## config.mk

```make
export PLATFORM = sky130hd
export DESIGN_NAME = rev_bcd_tick_counter
export DESIGN_NICKNAME = d
export VERILOG_FILES = /design/src/rtl/rev_bcd_tick_counter.sv
export SDC_FILE = /design/constraint.sdc
export NUM_CORES = 1
export LEC_CHECK = 0
export BUFFER_PORTS_ARGS = -buffer_cell sky130_fd_sc_hd__buf_2
export CAP_MARGIN = 20
export CORE_MARGIN = 1
export CORE_UTILIZATION = 45
export DETAILED_ROUTE_END_ITERATION = 10
export PLACE_DENSITY = 0.75
export SLEW_MARGIN = 30
export SYNTH_ARGS = -nofsm -noshare
export SYNTH_HDL_FRONTEND = slang
export SYNTH_SLANG_ARGS = --single-unit
```

## constraint.sdc

```tcl
create_clock -name clk -period 2.7 [get_ports clk]
set_input_delay 0.27 -clock clk [delete_from_list [all_inputs] [get_ports clk]]
set_output_delay 0.27 -clock clk [all_outputs]
set_load 0.02 [all_outputs]
```

## src/rtl/rev_bcd_tick_counter.sv

```systemverilog
// rtl/rev_bcd_tick_counter.sv - slow_clk edge-to-tick synchronizer driving a BCD up/down counter
// Optional: define REV_COUNTER_PINGPONG_EN for a bounce-at-terminal direction register.
module rev_bcd_tick_counter #(
    parameter int DIGITS      = 4,
    parameter int SYNC_STAGES = 2
) (
    input  logic                  clk,
    input  logic                  rst_n,
    input  logic                  slow_clk,
    input  logic                  en,
    input  logic                  dir,
    input  logic                  load,
    input  logic [4*DIGITS-1:0]   load_val,
    output logic [4*DIGITS-1:0]   count,
    output logic                  tick,
    output logic                  wrap,
    output logic                  cur_dir
);
    localparam int W = 4 * DIGITS;

    logic [SYNC_STAGES-1:0] sync_q, sync_d;
    logic                   prev_q, prev_d;
    logic                   tick_q, tick_d;
    logic                   wrap_q, wrap_d;
    logic [W-1:0]           count_q, count_d;
    logic                   dir_q, dir_d;
    logic                   rise;
    logic                   step_up;

    function automatic logic [W-1:0] bcd_inc(input logic [W-1:0] v);
        logic [W-1:0] r;
        logic         carry;
        r     = v;
        carry = 1'b1;
        for (int i = 0; i < DIGITS; i++) begin
            if (carry) begin
                if (v[4*i +: 4] >= 4'd9) begin
                    r[4*i +: 4] = 4'd0;
                end else begin
                    r[4*i +: 4] = v[4*i +: 4] + 4'd1;
                    carry       = 1'b0;
                end
            end
        end
        return r;
    endfunction

    function automatic logic [W-1:0] bcd_dec(input logic [W-1:0] v);
        logic [W-1:0] r;
        logic         borrow;
        r      = v;
        borrow = 1'b1;
        for (int i = 0; i < DIGITS; i++) begin
            if (borrow) begin
                if (v[4*i +: 4] == 4'd0) begin
                    r[4*i +: 4] = 4'd9;
                end else begin
                    r[4*i +: 4] = v[4*i +: 4] - 4'd1;
                    borrow      = 1'b0;
                end
            end
        end
        return r;
    endfunction

    function automatic logic [W-1:0] bcd_clamp(input logic [W-1:0] v);
        logic [W-1:0] r;
        for (int i = 0; i < DIGITS; i++) begin
            r[4*i +: 4] = (v[4*i +: 4] > 4'd9) ? 4'd9 : v[4*i +: 4];
        end
        return r;
    endfunction

    function automatic logic all_nines(input logic [W-1:0] v);
        logic r;
        r = 1'b1;
        for (int i = 0; i < DIGITS; i++) begin
            if (v[4*i +: 4] != 4'd9) r = 1'b0;
        end
        return r;
    endfunction

    always_comb begin
        sync_d  = {sync_q[SYNC_STAGES-2:0], slow_clk};
        prev_d  = sync_q[SYNC_STAGES-1];
        rise    = sync_q[SYNC_STAGES-1] & ~prev_q;
        tick_d  = rise;
        wrap_d  = 1'b0;
        count_d = count_q;
`ifdef REV_COUNTER_PINGPONG_EN
        dir_d   = dir_q;
        step_up = dir_q;
`else
        dir_d   = dir;
        step_up = dir;
`endif
        if (load) begin
            count_d = bcd_clamp(load_val);
`ifdef REV_COUNTER_PINGPONG_EN
            dir_d   = dir;
`endif
        end else if (rise && en) begin
            if (step_up) begin
                if (all_nines(count_q)) begin
                    wrap_d = 1'b1;
`ifdef REV_COUNTER_PINGPONG_EN
                    // Bounce: reverse direction and move one step away from the terminal.
                    count_d = bcd_dec(count_q);
                    dir_d   = 1'b0;
`else
                    count_d = '0;
`endif
                end else begin
                    count_d = bcd_inc(count_q);
                end
            end else begin
                if (count_q == '0) begin
                    wrap_d = 1'b1;
`ifdef REV_COUNTER_PINGPONG_EN
                    count_d = bcd_inc(count_q);
                    dir_d   = 1'b1;
`else
                    count_d = bcd_dec(count_q);
`endif
                end else begin
                    count_d = bcd_dec(count_q);
                end
            end
        end
    end

    always_ff @(posedge clk or negedge rst_n) begin
        if (!rst_n) begin
            sync_q  <= '0;
            prev_q  <= 1'b0;
            tick_q  <= 1'b0;
            wrap_q  <= 1'b0;
            count_q <= '0;
            dir_q   <= 1'b1;
        end else begin
            sync_q  <= sync_d;
            prev_q  <= prev_d;
            tick_q  <= tick_d;
            wrap_q  <= wrap_d;
            count_q <= count_d;
            dir_q   <= dir_d;
        end
    end

    assign count   = count_q;
    assign tick    = tick_q;
    assign wrap    = wrap_q;
    assign cur_dir = dir_q;

endmodule
```

Word-level counts from Yosys, hierarchy flattened --
Index checks and enable logic that the tools add are counted.
Storage, ports and cells: bits in registers 22, input bits 22, output and inout bits 19, logic and storage cells 136
Operators by class: add/sub/neg operators 8, magnitude comparators 8, eq/ne operators 10, muxes and demuxes 86, bitwise operators 2, reduce and logical (&&, ||, !) cells 13
Operators with widths (number):
- $mux 4 | 21
- $mux 16 | 5
- $mux 1 | 60
- $add 4x1->4 const B | 4
- $ge 4x4->1 const B | 4
- $gt 4x4->1 const B | 4
- $logic_not 16->1 | 1
- $logic_not 4->1 | 4
- $ne 4x4->1 const B | 4
- $sub 4x1->4 const B | 4
- $ne 4x1->1 const B | 3
- $ne 4x3->1 const B | 3
- $reduce_and 4->1 | 3
- $reduce_bool 4->1 | 3
- $reduce_bool 2->1 | 1
- $and 1x1->1 | 1
- $logic_and 1x1->1 | 1
- $not 1->1 | 1

Logic depth before layout (Yosys ltp) --
word-level depth 27, mapped depth 7, depth with buffers taken out 7

Worst setup path after synthesis --
Ideal clock, no wire load.
path kind register to register, start register count_q[0], in the netlist count[0], end register count_q[6], in the netlist count[6], library setup time 0.121 ns, arrival 2.076 ns, required time 2.579 ns, setup slack 0.503 ns, stages on the path, launching flop included 7, clock period less this slack 2.197 ns, path through dfrtp_1 -> inv_1 -> ha_1 -> or3b_4 -> and2_4 -> a311o_4 -> a22o_1
Between the ends: longest elaborated chain between the ends 12, elaborated cells on any way between the ends 34, those cells by class order compare (1); eq/ne (3); mux (26); reduce/logical (4)
Ends and longest elaborated chain:
- from (decl) | line 25 | logic [W-1:0] count_q, count_d;
- from (signal assigned) | line 145 | count_q <= count_d;
- $ne 4x4->1 | line 78 | if (v[4*i +: 4] != 4'd9) r = 1'b0;
- $mux 1 (4 in a row) | line 78
- $mux 1 | line 103 | if (step_up) begin
- $mux 1 | line 102 | end else if (rise && en) begin
- $mux 1 | line 97 | if (load) begin
- $mux 16 | line 104 | if (all_nines(count_q)) begin
- $mux 16 | line 103
- $mux 16 | line 102
- $mux 16 | line 97
Several ways; a longest one is shown, not always the timed one. The select of a mux whose other input is x is not followed. A chain may end at the register's enable or synchronous reset.

Final worst setup path --
start register count_q[0], in the netlist count[0], end register count_q[14], in the netlist count[14]
Between the ends: longest elaborated chain between the ends 18, elaborated cells on any way between the ends 64, those cells by class order compare (1); eq/ne (3); mux (56); reduce/logical (4)
Ends and longest elaborated chain (line):
- $ge 4x4->1 or $logic_not 4->1 (tied branches) | 37, 55
- $mux 1, on equally long branches | 37, 55
- $mux 1, on equally long branches | 104, 117
- $mux 1 | 103
- $mux 1 | 102
- $mux 1 | 97
- $mux 1, on equally long branches | 36, 54
- $mux 1, on equally long branches | 104, 117
- [... 2 more ...]
- $mux 1 | 97
- $mux 1, on equally long branches | 36, 54
- $mux 1, on equally long branches | 104, 117
- $mux 1 | 103
- $mux 1 | 102
- $mux 1 | 97
- $ne 4x1->1 (no line), or another cell as far along
- $reduce_and 4->1 (no line)
Several ways; a longest one is shown, not always the timed one. The select of a mux whose other input is x is not followed.

==> flow_metrics.tcl <==
set metrics [dict create \
    start_util_pct 48.4 \
    synth_fa_ha_area_share_pct 8.86 \
    p_per_area_nw_per_um2 661 \
    synth_common_cells "25 x a21oi_1, 21 x dfrtp_1, 17 x inv_1, 16 x nor2_1, 15 x o21ai_0" \
    finalHoldViolations 0 \
    dr_wl_met3_um 259 \
    num_antenna_cells 0 \
    antenna_left 0 \
    grt_use_total_pct 23.0 \
    drv_cap 0 \
    drt_iter0_drc 252 \
    drive_gt1_share_pct 22.6 \
    synth_top_family_by_area "compound AO/OA/AOI/OAI gates" \
    synth_compound_area_share_pct 31.8 \
    netlist.area_leader.share_pct 28.6 \
    fmax_mhz 410 \
    hold_path.class "primary input to register" \
    min_period_ps 2440 \
    crit_type "register to register" \
    seqPwrFrac_pct 36.0 \
    cts_root_buffer "clkbuf_8" \
    wl_per_cell_um 15.7 \
    ys_async_sr_fraction_pct 100 \
    synth_nets 254 \
    synthMostInstantiatedCell "a21oi_1" \
    clk_latency_ps 270 \
    cts_tree "yes" \
    synth.mux.area_fraction_pct 0 \
    die-area_um2 4340 \
    wl_um 4790 \
    slew_viol_final 0 \
    coreArea_um2 3800 \
    final_nets 293 \
    io_pins 41 \
    io_buffers 40 \
    clock_power_share_pct 17.6 \
    cts_buffer_depth 2 \
    yosysTopAreaCell "dfrtp_1" \
    whs_ps 99.4 \
    via_per_inst 6.10 \
    worstPathMaxFanout 9 \
    grt_start_max_net_pins 28 \
    grt_pass1_wl_um 7760 \
    netlist-cell-type-count 60 \
    synth_cells 219 \
    status "finished, final reports clean" \
    ctsResizeCount 0 \
    p_leak_nw 0.963 \
    yosys.area_share.simple_pct 22.9 \
    yosysSeqAreaShare_pct 30.0 \
    grt_pass1_vias 1716 \
    rsz0062_at_grt "no" \
    maxSlewHeadroom_pct 65.1 \
    dp_hpwl_um 3390 \
    routedLengthMet1_um 2120 \
    arrival_ps 2610 \
    vias 1859 \
    die_height_um 65.9 \
    yosysWarnings 0 \
    p_comb_share_pct 46.4 \
    peakVddDrop_mv 0.366 \
    htree_num_levels 1 \
    num_rows 22 \
    wl_met2_um 2360 \
    required_ps 2860 \
    worst_pin_slew_ps 523 \
    power.switching_mw 0.619 \
    antenna_found_initial 0 \
    grt_overflow_total 0 \
    p_int_mw 0.791 \
    cts.reportedPaths.clkPinSlew_ps 80 \
    drc 0 \
    synth_ff_type "dfrtp_1" \
    gp_congestion 0.894 \
    avgSynthCellArea_um2 8.39 \
    cts.sinks 22 \
    swShare_pct 43.9 \
    highest_layer "met4" \
    syn_area_um2 1840 \
    numCtsBuffers 3 \
    first_pass_iters 6 \
    area_growth_pct 16.1 \
    setup_viol 0 \
    synth-edff-count 0 \
    die_w_um 65.9 \
    cp-end-kind "register" \
    crit_path_start_kind "register" \
    ys_top_cells_by_area "dfrtp_1 29%, ha_1 8.9%, a21oi_1 6.8%" \
    synthXorXnorAreaFrac_pct 0.477 \
    period_share_pct 90.4 \
    fin_skew_ps 1.56 \
    tns_ps 0 \
    ys_ff_latch 22 \
]
critical path, stage by stage, from the launching register on:
cell and delay (ps):
dfrtp_1 490, inv_1 140, ha_1 280, nor4b_1 420
nand4_1 200, a211oi_2 480, o21ai_1 130, a22o_1 190
flip-flops by register name, indices dropped and copies added, names as in the netlist:
| register | flops |
|---|---|
| count | 16 |
| sync_q | 2 |
| cur_dir | 1 |
| prev_q | 1 |
| tick | 1 |
| wrap | 1 |
cell type report:
cell class | instances | area [µm²]
sequential | 22 | 552
timing repair buffer | 43 | 225
multi-input combinational | 171 | 1180
tap | 48 | 60.1
inverter | 17 | 63.8
clock buffer | 4 | 55.1
fill | 343 | 1670
worst paths after layout:
kind | startpoint | end | slack [ps] | cells after the start
setup / recovery | count[0]$_DFFE_PN0N_ | count[14]$_DFFE_PN0P_ | 260 | 7
hold / removal | slow_clk | sync_q[0]$_DFF_PN0_ | 100 | 1
setup reg to reg | count[0]$_DFFE_PN0N_ | count[14]$_DFFE_PN0P_ | 260 | 7
hold reg to reg | sync_q[0]$_DFF_PN0_ | sync_q[1]$_DFF_PN0_ | 350 | 0
max in group asynchronous | rst_n | cur_dir$_DFF_PN1_ | 1840 | 2
min in group asynchronous | rst_n | count[7]$_DFFE_PN0P_ | 500 | 2
cells in the final DEF, fill, tap and decap left out, drive strengths merged, types with 2 or more instances in the layout:
master,n
a211oi,3
a21o,2
a21oi,25
a221o,2
a221oi,3
a222oi,2
a22o,3
and2,2
buf,42
clkbuf,4
dfrtp,21
ha,13
inv,17
nand2,9
nand2b,5
nand3,4
nand3b,8
nand4,3
nor2,16
nor2b,8
nor3,3
nor3b,3
nor4,2
o211ai,2
o21a,2
o21ai,18
o21bai,3
o311ai,3
o31ai,3
or2,2
or3b,3
layer usage:
layer  up-vias  global-route usage (%)
met5         -                       0
met1       892                    29.8
met4         0                    8.70
met3         5                    3.45
li1        893                       -
met2        69                    38.1
kinds of logic after synthesis:
kind of cell	after synthesis
simple gates	73
xor+xnor	1
buf+inv	26
flops	22
fa+ha+maj	13
compound gates	84
what timing repair did:
action / 4_1_cts / 5_1_grt
hold endpoints to repair: 21 / 0
hold buffers: 1 / 0
setup endpoints to repair: 0 / 0
setup buffers: 0 / 0
per-stage QoR:
stage | instances | utilization [%] | total power, mW | cell area, µm² | worst slack, ps
after floorplan | 219 | - | 0.962 | 1840 | 503
after global placement | 300 | 54.4 | 1.15 | 2070 | 400
after detailed placement | 300 | 54.4 | 1.15 | 2070 | 304
after CTS | 305 | 56.1 | 1.40 | 2130 | 276
after global routing | 305 | 56.1 | 1.52 | 2130 | 59.2
final | 305 | 56.1 | 1.41 | 2130 | 259
power by group through the flow:
| stage | sequential, mW | combinational [mW] | clock (mW) |
|---|---|---|---|
| after floorplan | 0.548 | 0.414 | 0 |
| after global routing | 0.523 | 0.719 | 0.275 |
| after global placement | 0.509 | 0.637 | 0 |
| after CTS | 0.505 | 0.649 | 0.250 |
| final | 0.507 | 0.655 | 0.248 |
| after detailed placement | 0.511 | 0.642 | 0 |
(Power assumes the default switching activity.)
